**config.mk**
```make
export PLATFORM = sky130hd
export DESIGN_NAME = spi_frame_slave_flat
export DESIGN_NICKNAME = d
export VERILOG_FILES = /design/src/rtl/spi_frame_slave_if.sv /design/src/rtl/spi_frame_slave.sv /design/src/flat_wrapper.sv
export SDC_FILE = /design/constraint.sdc
export NUM_CORES = 1
export LEC_CHECK = 0
export BUFFER_PORTS_ARGS = -buffer_cell sky130_fd_sc_hd__buf_2
export CAP_MARGIN = 0
export CORE_UTILIZATION = 64
export DETAILED_ROUTE_END_ITERATION = 16
export PLACE_DENSITY = 0.83
export SLEW_MARGIN = 5
export SYNTH_ARGS = -nofsm -noshare
export SYNTH_HDL_FRONTEND = slang
export SYNTH_SLANG_ARGS = --single-unit
export TNS_END_PERCENT = 20
```
**constraint.sdc**
```tcl
create_clock -name clk -period 10.6 [get_ports clk]
set_input_delay 2.12 -clock clk [delete_from_list [all_inputs] [get_ports clk]]
set_output_delay 2.12 -clock clk [all_outputs]
set_load 0.005 [all_outputs]
```
**src/rtl/spi_frame_slave_if.sv**
```systemverilog
// Bus between the SPI frame slave, the host SPI pins and the processing core.
// spi_data_in moves on every clk edge where spi_data_in_valid && spi_data_in_ready; the core may hold valid as long as it likes.
interface spi_frame_slave_if #(
    parameter int TX_DEPTH = 8
);
    localparam int LW = $clog2(TX_DEPTH) + 1;

    logic          spi_sck;
    logic          spi_ss;
    logic          spi_mosi;
    logic          spi_miso;
    logic [7:0]    spi_cmd;
    logic          spi_cmd_valid;
    logic [7:0]    spi_data_out;
    logic          spi_data_out_valid;
    logic [7:0]    spi_data_in;
    logic          spi_data_in_valid;
    logic          spi_data_in_ready;
    logic [LW-1:0] tx_level;
    logic          frame_error;
    logic [1:0]    state_dbg;

    modport slave (
        input  spi_sck, spi_ss, spi_mosi, spi_data_in, spi_data_in_valid,
        output spi_miso, spi_cmd, spi_cmd_valid, spi_data_out, spi_data_out_valid,
               spi_data_in_ready, tx_level, frame_error, state_dbg
    );

    modport master (
        output spi_sck, spi_ss, spi_mosi, spi_data_in, spi_data_in_valid,
        input  spi_miso, spi_cmd, spi_cmd_valid, spi_data_out, spi_data_out_valid,
               spi_data_in_ready, tx_level, frame_error, state_dbg
    );
endinterface

```
**src/rtl/spi_frame_slave.sv**
```systemverilog
// Oversampled mode-0 SPI slave: opcode + payload frames, with a TX FIFO the host reads back through MISO.
// The frame FSM state appears on bus.state_dbg (0 IDLE, 1 FRAME, 2 DRAIN).
module spi_frame_slave #(
    parameter int FRAME_BYTES = 4,
    parameter int TX_DEPTH    = 8,
    parameter int LSB_FIRST   = 1
) (
    input logic              clk,
    input logic              reset,
    spi_frame_slave_if.slave bus
);
    localparam int AW = $clog2(TX_DEPTH);
    localparam int LW = AW + 1;
    localparam logic [7:0]    FB_CNT   = 8'(FRAME_BYTES);
    localparam logic [7:0]    LAST_IDX = 8'(FRAME_BYTES - 1);
    localparam logic [LW-1:0] FULL_LVL = LW'(TX_DEPTH);
    localparam logic [7:0]    OP_READ  = 8'h02;
    localparam logic [7:0]    OP_CMD   = 8'h03;
    localparam logic [7:0]    OP_DATA  = 8'h04;

    typedef enum logic [1:0] {IDLE = 2'd0, FRAME = 2'd1, DRAIN = 2'd2} state_t;

    // Synchronisers keep running through reset, so a frame already under way is seen as ss low with no falling edge.
    logic [1:0] sck_sync_q, ss_sync_q, mosi_sync_q;
    logic       sck_prev_q, ss_prev_q;
    logic       sck_s, ss_s, mosi_s, sck_rise, sck_fall;

    always_ff @(posedge clk) begin
        sck_sync_q  <= {sck_sync_q[0], bus.spi_sck};
        ss_sync_q   <= {ss_sync_q[0], bus.spi_ss};
        mosi_sync_q <= {mosi_sync_q[0], bus.spi_mosi};
        sck_prev_q  <= sck_sync_q[1];
        ss_prev_q   <= ss_sync_q[1];
    end

    assign sck_s    = sck_sync_q[1];
    assign ss_s     = ss_sync_q[1];
    assign mosi_s   = mosi_sync_q[1];
    assign sck_rise = sck_s && !sck_prev_q;
    assign sck_fall = !sck_s && sck_prev_q;

    logic [7:0]    mem_q [TX_DEPTH];
    logic [AW-1:0] wr_ptr_q, rd_ptr_q;
    logic [LW-1:0] level_q, level_d;
    logic          push, pop, pop_req, ready;
    logic [7:0]    fifo_rd;

    state_t     state_q;
    logic [2:0] bit_cnt_q;
    logic [7:0] byte_cnt_q, rx_shift_q, tx_byte_q, opcode_q;
    logic       miso_q, cmd_valid_q, data_valid_q, frame_error_q;
    logic [7:0] cmd_q, data_q;

    logic [7:0] rx_shift_d, next_tx_d, status_d;
    logic [8:0] level_ext;
    logic       byte_done;

    function automatic logic pick_bit(input logic [7:0] b, input logic [2:0] idx);
        return (LSB_FIRST != 0) ? b[idx] : b[3'd7 - idx];
    endfunction

    assign ready     = (level_q != FULL_LVL);
    assign fifo_rd   = mem_q[rd_ptr_q];
    assign level_ext = 9'(level_q);
    assign status_d  = {3'b010, (level_ext > 9'd15) ? 4'hF : level_ext[3:0], (level_q != '0)};

    always_comb begin
        rx_shift_d = (LSB_FIRST != 0) ? {mosi_s, rx_shift_q[7:1]} : {rx_shift_q[6:0], mosi_s};
        byte_done  = (state_q == FRAME) && !ss_s && sck_rise && (bit_cnt_q == 3'd7);
        // Completing byte k loads MISO for byte k+1, so the last payload byte triggers no pop.
        pop_req    = byte_done && (byte_cnt_q < LAST_IDX) &&
                     (((byte_cnt_q == 8'd0) ? rx_shift_d : opcode_q) == OP_READ);
        pop        = pop_req && (level_q != '0);
        next_tx_d  = pop ? fifo_rd : 8'h00;
        push       = bus.spi_data_in_valid && ready;
        level_d    = level_q;
        if (push && !pop) begin
            level_d = level_q + LW'(1);
        end else if (!push && pop) begin
            level_d = level_q - LW'(1);
        end
    end

    always_ff @(posedge clk) begin
        if (push) begin
            mem_q[wr_ptr_q] <= bus.spi_data_in;
        end
    end

    always_ff @(posedge clk) begin
        if (reset) begin
            wr_ptr_q <= '0;
            rd_ptr_q <= '0;
            level_q  <= '0;
        end else begin
            if (push) wr_ptr_q <= wr_ptr_q + AW'(1);
            if (pop)  rd_ptr_q <= rd_ptr_q + AW'(1);
            level_q <= level_d;
        end
    end

    always_ff @(posedge clk) begin
        if (reset) begin
            state_q       <= IDLE;
            bit_cnt_q     <= '0;
            byte_cnt_q    <= '0;
            rx_shift_q    <= '0;
            tx_byte_q     <= '0;
            opcode_q      <= '0;
            miso_q        <= 1'b0;
            cmd_q         <= '0;
            cmd_valid_q   <= 1'b0;
            data_q        <= '0;
            data_valid_q  <= 1'b0;
            frame_error_q <= 1'b0;
        end else begin
            cmd_valid_q   <= 1'b0;
            data_valid_q  <= 1'b0;
            frame_error_q <= 1'b0;
            case (state_q)
                IDLE: begin
                    miso_q <= 1'b0;
                    if (!ss_s) begin
                        if (ss_prev_q) begin
                            state_q    <= FRAME;
                            bit_cnt_q  <= '0;
                            byte_cnt_q <= '0;
                            tx_byte_q  <= status_d;
                            miso_q     <= pick_bit(status_d, 3'd0);
                        end else begin
                            state_q <= DRAIN;
                        end
                    end
                end
                FRAME: begin
                    if (ss_s) begin
                        state_q <= IDLE;
                        miso_q  <= 1'b0;
                        if (bit_cnt_q != 3'd0 || byte_cnt_q != FB_CNT) begin
                            frame_error_q <= 1'b1;
                        end
                    end else begin
                        if (sck_rise) begin
                            rx_shift_q <= rx_shift_d;
                            bit_cnt_q  <= bit_cnt_q + 3'd1;
                        end
                        if (byte_done) begin
                            if (byte_cnt_q != FB_CNT) byte_cnt_q <= byte_cnt_q + 8'd1;
                            tx_byte_q <= next_tx_d;
                            if (byte_cnt_q == 8'd0) begin
                                opcode_q <= rx_shift_d;
                            end else if (byte_cnt_q <= LAST_IDX) begin
                                if (opcode_q == OP_CMD && byte_cnt_q == 8'd1) begin
                                    cmd_q       <= rx_shift_d;
                                    cmd_valid_q <= 1'b1;
                                end
                                if (opcode_q == OP_DATA) begin
                                    data_q       <= rx_shift_d;
                                    data_valid_q <= 1'b1;
                                end
                            end
                        end
                        if (sck_fall) miso_q <= pick_bit(tx_byte_q, bit_cnt_q);
                    end
                end
                default: begin
                    miso_q <= 1'b0;
                    if (ss_s) state_q <= IDLE;
                end
            endcase
        end
    end

    assign bus.spi_miso           = miso_q;
    assign bus.spi_cmd            = cmd_q;
    assign bus.spi_cmd_valid      = cmd_valid_q;
    assign bus.spi_data_out       = data_q;
    assign bus.spi_data_out_valid = data_valid_q;
    assign bus.spi_data_in_ready  = ready;
    assign bus.tx_level           = level_q;
    assign bus.frame_error        = frame_error_q;
    assign bus.state_dbg          = state_q;
endmodule

```
**src/flat_wrapper.sv**
```systemverilog
// flat-port wrapper written by rule: the top's interface ports become plain ports
module spi_frame_slave_flat 
#(
    parameter int FRAME_BYTES = 4,
    parameter int TX_DEPTH    = 8,
    parameter int LSB_FIRST   = 1
)
  (clk, reset, bus_spi_sck, bus_spi_ss, bus_spi_mosi, bus_spi_data_in, bus_spi_data_in_valid, bus_spi_miso, bus_spi_cmd, bus_spi_cmd_valid, bus_spi_data_out, bus_spi_data_out_valid, bus_spi_data_in_ready, bus_tx_level, bus_frame_error, bus_state_dbg);
  spi_frame_slave_if #(.TX_DEPTH(TX_DEPTH)) bus_i ();
  input logic clk;
  input logic reset;
  input wire logic [$bits(bus_i.spi_sck)-1:0] bus_spi_sck;
  input wire logic [$bits(bus_i.spi_ss)-1:0] bus_spi_ss;
  input wire logic [$bits(bus_i.spi_mosi)-1:0] bus_spi_mosi;
  input wire logic [$bits(bus_i.spi_data_in)-1:0] bus_spi_data_in;
  input wire logic [$bits(bus_i.spi_data_in_valid)-1:0] bus_spi_data_in_valid;
  output wire logic [$bits(bus_i.spi_miso)-1:0] bus_spi_miso;
  output wire logic [$bits(bus_i.spi_cmd)-1:0] bus_spi_cmd;
  output wire logic [$bits(bus_i.spi_cmd_valid)-1:0] bus_spi_cmd_valid;
  output wire logic [$bits(bus_i.spi_data_out)-1:0] bus_spi_data_out;
  output wire logic [$bits(bus_i.spi_data_out_valid)-1:0] bus_spi_data_out_valid;
  output wire logic [$bits(bus_i.spi_data_in_ready)-1:0] bus_spi_data_in_ready;
  output wire logic [$bits(bus_i.tx_level)-1:0] bus_tx_level;
  output wire logic [$bits(bus_i.frame_error)-1:0] bus_frame_error;
  output wire logic [$bits(bus_i.state_dbg)-1:0] bus_state_dbg;
  assign bus_i.spi_sck = bus_spi_sck;
  assign bus_i.spi_ss = bus_spi_ss;
  assign bus_i.spi_mosi = bus_spi_mosi;
  assign bus_i.spi_data_in = bus_spi_data_in;
  assign bus_i.spi_data_in_valid = bus_spi_data_in_valid;
  assign bus_spi_miso = bus_i.spi_miso;
  assign bus_spi_cmd = bus_i.spi_cmd;
  assign bus_spi_cmd_valid = bus_i.spi_cmd_valid;
  assign bus_spi_data_out = bus_i.spi_data_out;
  assign bus_spi_data_out_valid = bus_i.spi_data_out_valid;
  assign bus_spi_data_in_ready = bus_i.spi_data_in_ready;
  assign bus_tx_level = bus_i.tx_level;
  assign bus_frame_error = bus_i.frame_error;
  assign bus_state_dbg = bus_i.state_dbg;
  spi_frame_slave #(.FRAME_BYTES(FRAME_BYTES), .TX_DEPTH(TX_DEPTH), .LSB_FIRST(LSB_FIRST)) u_core (.clk(clk), .reset(reset), .bus(bus_i));
endmodule
```
# Word-level counts from Yosys, hierarchy flattened
# Memory sizes are Yosys's and may differ from the RTL's. A register that Yosys moved wholly into a read port is not among the register bits.
# Cells that the tools add are included.
[classes] shift=0 bitwise=5 n_eq_ne=15 reduce_logical=35 muxes=39 n_mul=0 n_addsub=6 n_lt_le_gt_ge=4 div=0
[ops] cell="8-bit 2-to-1 mux" count=11
[ops] cell="8-bit case mux with 2 select lines" count=2
[ops] cell="3-bit 2-to-1 mux" count=6
[ops] cell="6-bit AND reduction" count=3
[ops] cell="8-bit by 2-bit == test with 1-bit output, second input constant" count=2
[ops] cell="1-bit logical AND" count=12
[ops] cell="4-bit 2-to-1 mux" count=3
[ops] cell="1-bit 2-to-1 mux" count=10
[ops] cell="5-bit AND reduction" count=2
[ops] cell="3-bit by 1-bit adder with 3-bit output, second input constant" count=3
[ops] cell="8-bit by 1-bit adder with 8-bit output, second input constant" count=1
[ops] cell="8-bit by 1-bit == test with 1-bit output, second input constant" count=1
[ops] cell="8-bit by 3-bit == test with 1-bit output, second input constant" count=1
[ops] cell="8-bit by 2-bit <= comparator with 1-bit output, second input constant" count=1
[ops] cell="8-bit logical NOT" count=1
[ops] cell="8-bit by 2-bit less-than comparator with 1-bit output, second input constant" count=1
[ops] cell="2-bit 2-to-1 mux" count=4
[ops] cell="8-bit by 3-bit != test with 1-bit output, second input constant" count=1
[ops] cell="2-bit by 1-bit != test with 1-bit output, second input constant" count=3
[ops] cell="2-bit != test, second input constant" count=3
[ops] cell="3-bit case mux with 2 select lines" count=1
[ops] cell="3-bit AND reduction" count=2
[ops] cell="2-bit nonzero test" count=3
[ops] cell="6-bit OR reduction" count=1
[ops] cell="18 further kinds" count=26
[word_totals] latch_bits=0 mem_bits_rw=64 reg_bits=75 inputBits=14 n_memories=1 rom_bits=0 word_cells=125
[memory_table] memory="u_core.mem_q" depth=8 word_bits=8 rd=1 rd_clocked_by_memory_dff=1 write_ports=1 line="spi_frame_slave.sv:42" source="logic [7:0] mem_q [TX_DEPTH];"

# Longest topological paths before layout
[depth] depth_word=11 ltp_mapped=15 mapped_depth_nobuf=14

# Worst setup path after synthesis
# Ideal clock, no wire load.
[synth_timing] kind="input to register" startpoint="in bus_spi_data_in_valid" endpoint="reg u_core.level_q[3] (netlist: u_core.bus.tx_level[3])" setup_ns=0.070 t_arrival_ns=3.703 path_slack_ns=6.826 cell_stages=10 t_required_ns=10.530 cell_sequence="nand2_1 -> inv_1 -> ha_1 -> inv_1 -> ha_1 -> a21o_1 -> a21oi_1 -> xnor2_1 -> or3_1 -> a21oi_1"
[synth_via] elab_chain_len=4 word_cells_on_any_way=6 classes_between="1 x mux; 5 x reduce/logical"
[synth_lines] item="from (decl)" line="flat_wrapper.sv:16" source="input wire logic [$bits(bus_i.spi_data_in_valid)-1:0] bus_spi_data_in_valid;"
[synth_lines] item="1-bit logical AND (*)" line="spi_frame_slave.sv:75" source="push = bus.spi_data_in_valid && ready;"
[synth_lines] item="net u_core.push" line="spi_frame_slave.sv:45" source="logic push, pop, pop_req, ready;"
[synth_lines] item="1-bit logical NOT" line="spi_frame_slave.sv:79" source="end else if (!push && pop) begin"
[synth_lines] item="1-bit logical AND" line="spi_frame_slave.sv:79"
[synth_lines] item="2-bit nonzero test (no line)"
[synth_lines] item="to (signal assigned)" line="spi_frame_slave.sv:98" source="level_q <= level_d;"
[synth_lines] item="to (decl)" line="spi_frame_slave.sv:44" source="logic [LW-1:0] level_q, level_d;"
# Mark *: on every way through the listed nets, which the timed path passes. The rest lies on a longest branch.
# A chain may end at the register's enable or synchronous reset.

# Final worst setup path
[layout_timing] startpoint="reg u_core.bit_cnt_q[0]" endpoint="reg u_core.level_q[3] (netlist: u_core.bus.tx_level[3])"
[layout_via] elab_chain_len=8 word_cells_on_any_way=10 classes_between="1 x eq/ne; 1 x mux; 8 x reduce/logical"
[layout_lines] item="from (decl)" line="spi_frame_slave.sv:49" source="logic [2:0] bit_cnt_q;"
[layout_lines] item="from (signal assigned)" line="spi_frame_slave.sv:145" source="bit_cnt_q <= bit_cnt_q + 3'd1;"
[layout_lines] item="3-bit == test (*)" line="spi_frame_slave.sv:69" source="byte_done = (state_q == FRAME) && !ss_s && sck_rise && (bit_cnt_q == 3'd7);"
[layout_lines] item="1-bit logical AND (*)" line="spi_frame_slave.sv:69"
[layout_lines] item="1-bit logical AND (*) (2 in a row)" line="spi_frame_slave.sv:71" source="pop_req = byte_done && (byte_cnt_q < LAST_IDX) &&"
[layout_lines] item="1-bit logical AND (*)" line="spi_frame_slave.sv:73" source="pop = pop_req && (level_q != '0);"
[layout_lines] item="1-bit logical NOT" line="spi_frame_slave.sv:77" source="if (push && !pop) begin"
[layout_lines] item="1-bit logical AND" line="spi_frame_slave.sv:77"
[layout_lines] item="4-bit 2-to-1 mux or 2-bit nonzero test (tied branches)"
# Mark *: on every way between the ends. The rest lies on a longest branch, timed or not.

==> impl_results.md <==
- Leak Pwr: 2.39 nW
- RSZ-0062 raised after global routing: false
- FFs w/ async S/R, synth: 0%
- Clock Path Buffers: 2
- Die Span Y: 96.8 µm
- Row cnt: 34
- Final HPWL DP: 7280 µm
- Routed Antenna Nets: 0
- Max-slew headroom: 27.4%
- Yosys warning count: 0
- Final Critical Period: 4010 ps
- Total core area: 8720 µm²
- Most used routing layer: met2
- Worst Skew: 14.4 ps
- CTS sink count: 141
- CP max stage delay: 610 ps
- Avg Cell Area, Syn: 12.8 µm²
- First-pass DRT Iterations: 5
- Cell count after synthesis: 448
- Vias in the first global route: 3745
- Largest net degree at the start of global routing: 61
- P_sw: 0.000335 W
- Logic pwr share: 10.6%
- CTS Hold Buffers Added: 0
- M2 GR Usage: 44.3%
- Power density cells: 200 nW/µm²
- Setup crit end kind: flop
- Flops & latches, synth: 141
- P_int: 0.000995 W
- Worst-margin pin slew: 1090 ps
- Port Buffers: 40
- Final hold violation count: 0
- Setup violators final: 0
- H-tree depth: 4
- First-iteration detailed-routing DRC count: 193
- N_diodes: 0
- Most frequent CP cell: ha_1
- Worst path required time: 11040 ps
- # fillers: 555
- Max Fanout on Critical Path: 8
- CTS Root Cell: clkbuf_8
- Vias: 3722
- Gr usage total: 25.9%
- Post-synth EDFFs: 64
- Initial antenna violation count: 0
- Reg area: 3460 µm²
- Post-synthesis sequential area ratio: 60.2%
- Synthesized area: 5750 µm²
- Final Util: 76.3%
- Total Neg Setup Slack: 0 ps
- VDD IR max: 0.000126 V
- Final Cell Area: 6650 µm²
- Worst skew pair latency: 520 ps
- Most common cell after layout, fill and taps aside: dfxtp_1
- Fmax: 0.249 GHz
- Startpoint Class: flop
- Hold crit path type: reg -> reg
- Number of max-cap violations: 0
- Sw Ratio: 25.2%
- Placed Area: 6080 µm²
- First-pass GRT wire length: 18500 µm
- Synth Flop Type: dfxtp_1
- Worst path slowest cell: or4_4
- Worst hold margin: 326 ps
- Drt total wl: 11300 µm
- Vias per cell: 6.02
- Crit path buf inv count: 1
- Setup bufs post-CTS: 0
- Worst Setup Path Type: reg -> reg
- Most frequent cells in the layout: dfxtp_1 (77), edfxtp_1 (64), nor2_1 (59)
- Die W: 96.8 µm
- Grt met1 use: 31.0%
- Routed len/inst: 18.2 µm
- Delay-heaviest family, CP: simple AND/OR/NAND/NOR gates
- Crit-path cells: ha_1, ha_1, nand4bb_1, or4_4, nor4_4, nand2_4, ha_1, inv_1, ha_1, a21o_1, a21oi_1, xnor2_1, or3_1, a21oi_1
- Reg power frac: 46.4%
- Clock Pin Slew Worst Setup and Hold Paths: 60 ps
- Netlist cell types: 54
- Area of the die: 9370 µm²
- Residual DRC count: 0
- Status: completed
- Data arrival, critical path: 4450 ps
- Starting density of the core: 66.0%
- Slew Limit Fails: 0
- Syn nets: 475
- Nets: 525
- GR Layer Usage met3: 5.56%
- Fin crit share: 37.8%
- P&R area growth vs syn: 15.6%
- Post-cts repair resize count: 0
- Num CTS Buffers: 17
- Overflow after GRT: 0
- Area of the multi-input gates: 2190 µm²
- Layout cells sized above 1: 23.1%
- CTS tree: built
- GPL Wtd Cong: 0.851
- Clk network pwr share: 42.9%
- IO Pins: 41
==> routing by layer <==
metal  wire [µm]  part of all wire (%)
met1        4520                    40
met3         527                   4.7
met2        5940                    53
met4         286                   2.5
met5           0                     0
==> logic make-up after synthesis <==
family,synth area share [%]
AO/OA/AOI/OAI,5.26
AND/OR/NAND/NOR,14.1
buffers and inverters,1.76
XOR/XNOR,1.67
flip-flops,60.2
multiplexers,14.1
adder cells (fa/ha/maj),2.96
==> worst register-to-register path, delay by kind of cell (launching register included) <==
kind                       cells  cell delay [ps]
buffers and inverters          1              130
xor gates and xnor gates       1              110
adders and majority gates      4              860
AOI/OAI and AO/OA              3              550
DFF                            1              460
and+or+nand+nor                5             1840
==> power groups by stage <==
stage	Sequential, W	Clock, W	Combinational [W]
after global routing	0.000621	0.000600	0.000157
after global placement	0.000627	0	0.000134
after floorplan	0.000622	0	0.0000967
after detailed placement	0.000629	0	0.000139
final	0.000618	0.000571	0.000141
after CTS	0.000618	0.000577	0.000142
==> metrics by stage <==
stage	power, W	setup WS [ps]	instances
6_report	0.00133	6590	618
5_1_grt	0.00138	6340	618
4_1_cts	0.00134	6570	618
3_5_place_dp	0.000768	6480	587
3_3_place_gp	0.000761	6580	587
2_1_floorplan	0.000719	6830	448
==> synth_stat cells (6+ instances only) <==
cell type  instances  area, µm²
a211oi_1           6       45.0
nor2_1            59        221
edfxtp_1          64       1920
dfxtp_1           77       1540
nand2b_1           7       43.8
nand3_1           15       75.1
xnor2_1            6       52.6
mux2i_1           29        290
clkbuf_1          10       37.5
a21oi_1           22        110
inv_1              7       26.3
nor2b_1            6       37.5
nand2_1           25       93.8
ha_1              12        150
mux4_2            18        405
mux2_2             6       67.6
nor3_1            10       50.1
==> sequential cells by signal, indices dropped and copies added, names as in the netlist, 4 cells and up, named ones only <==
name	flops
u_core.mem_q	64
u_core.bus.spi_cmd	8
u_core.bus.spi_data_out	8
u_core.byte_cnt_q	8
u_core.opcode_q	8
u_core.tx_byte_q	8
u_core.rx_shift_q	7
u_core.bus.tx_level	4
==> path summary, 6_finish.rpt <==
| kind | to | depth (start not counted) | slack (ps) | startpoint |
|---|---|---|---|---|
| setup reg to reg | u_core.bus.tx_level[3] | 14 | 6590 | u_core.bit_cnt_q[0] |
| hold reg to reg | u_core.sck_sync_q[1] | 0 | 330 | u_core.sck_sync_q[0] |
| setup / recovery | u_core.bus.tx_level[3] | 14 | 6590 | u_core.bit_cnt_q[0] |
| hold / removal | u_core.sck_sync_q[1] | 0 | 330 | u_core.sck_sync_q[0] |
==> area by class of cell <==
| class | count | share of cell area [%] |
|---|---|---|
| clock buffer | 17 | 6.23 |
| timing repair buffer | 48 | 3.91 |
| multi-input combinational | 283 | 33.0 |
| tap | 108 | 2.03 |
| inverter | 7 | 0.395 |
| sequential | 141 | 52.1 |
| clock inverter | 14 | 2.39 |
No activity file was read; power rests on OpenSTA's default activity.
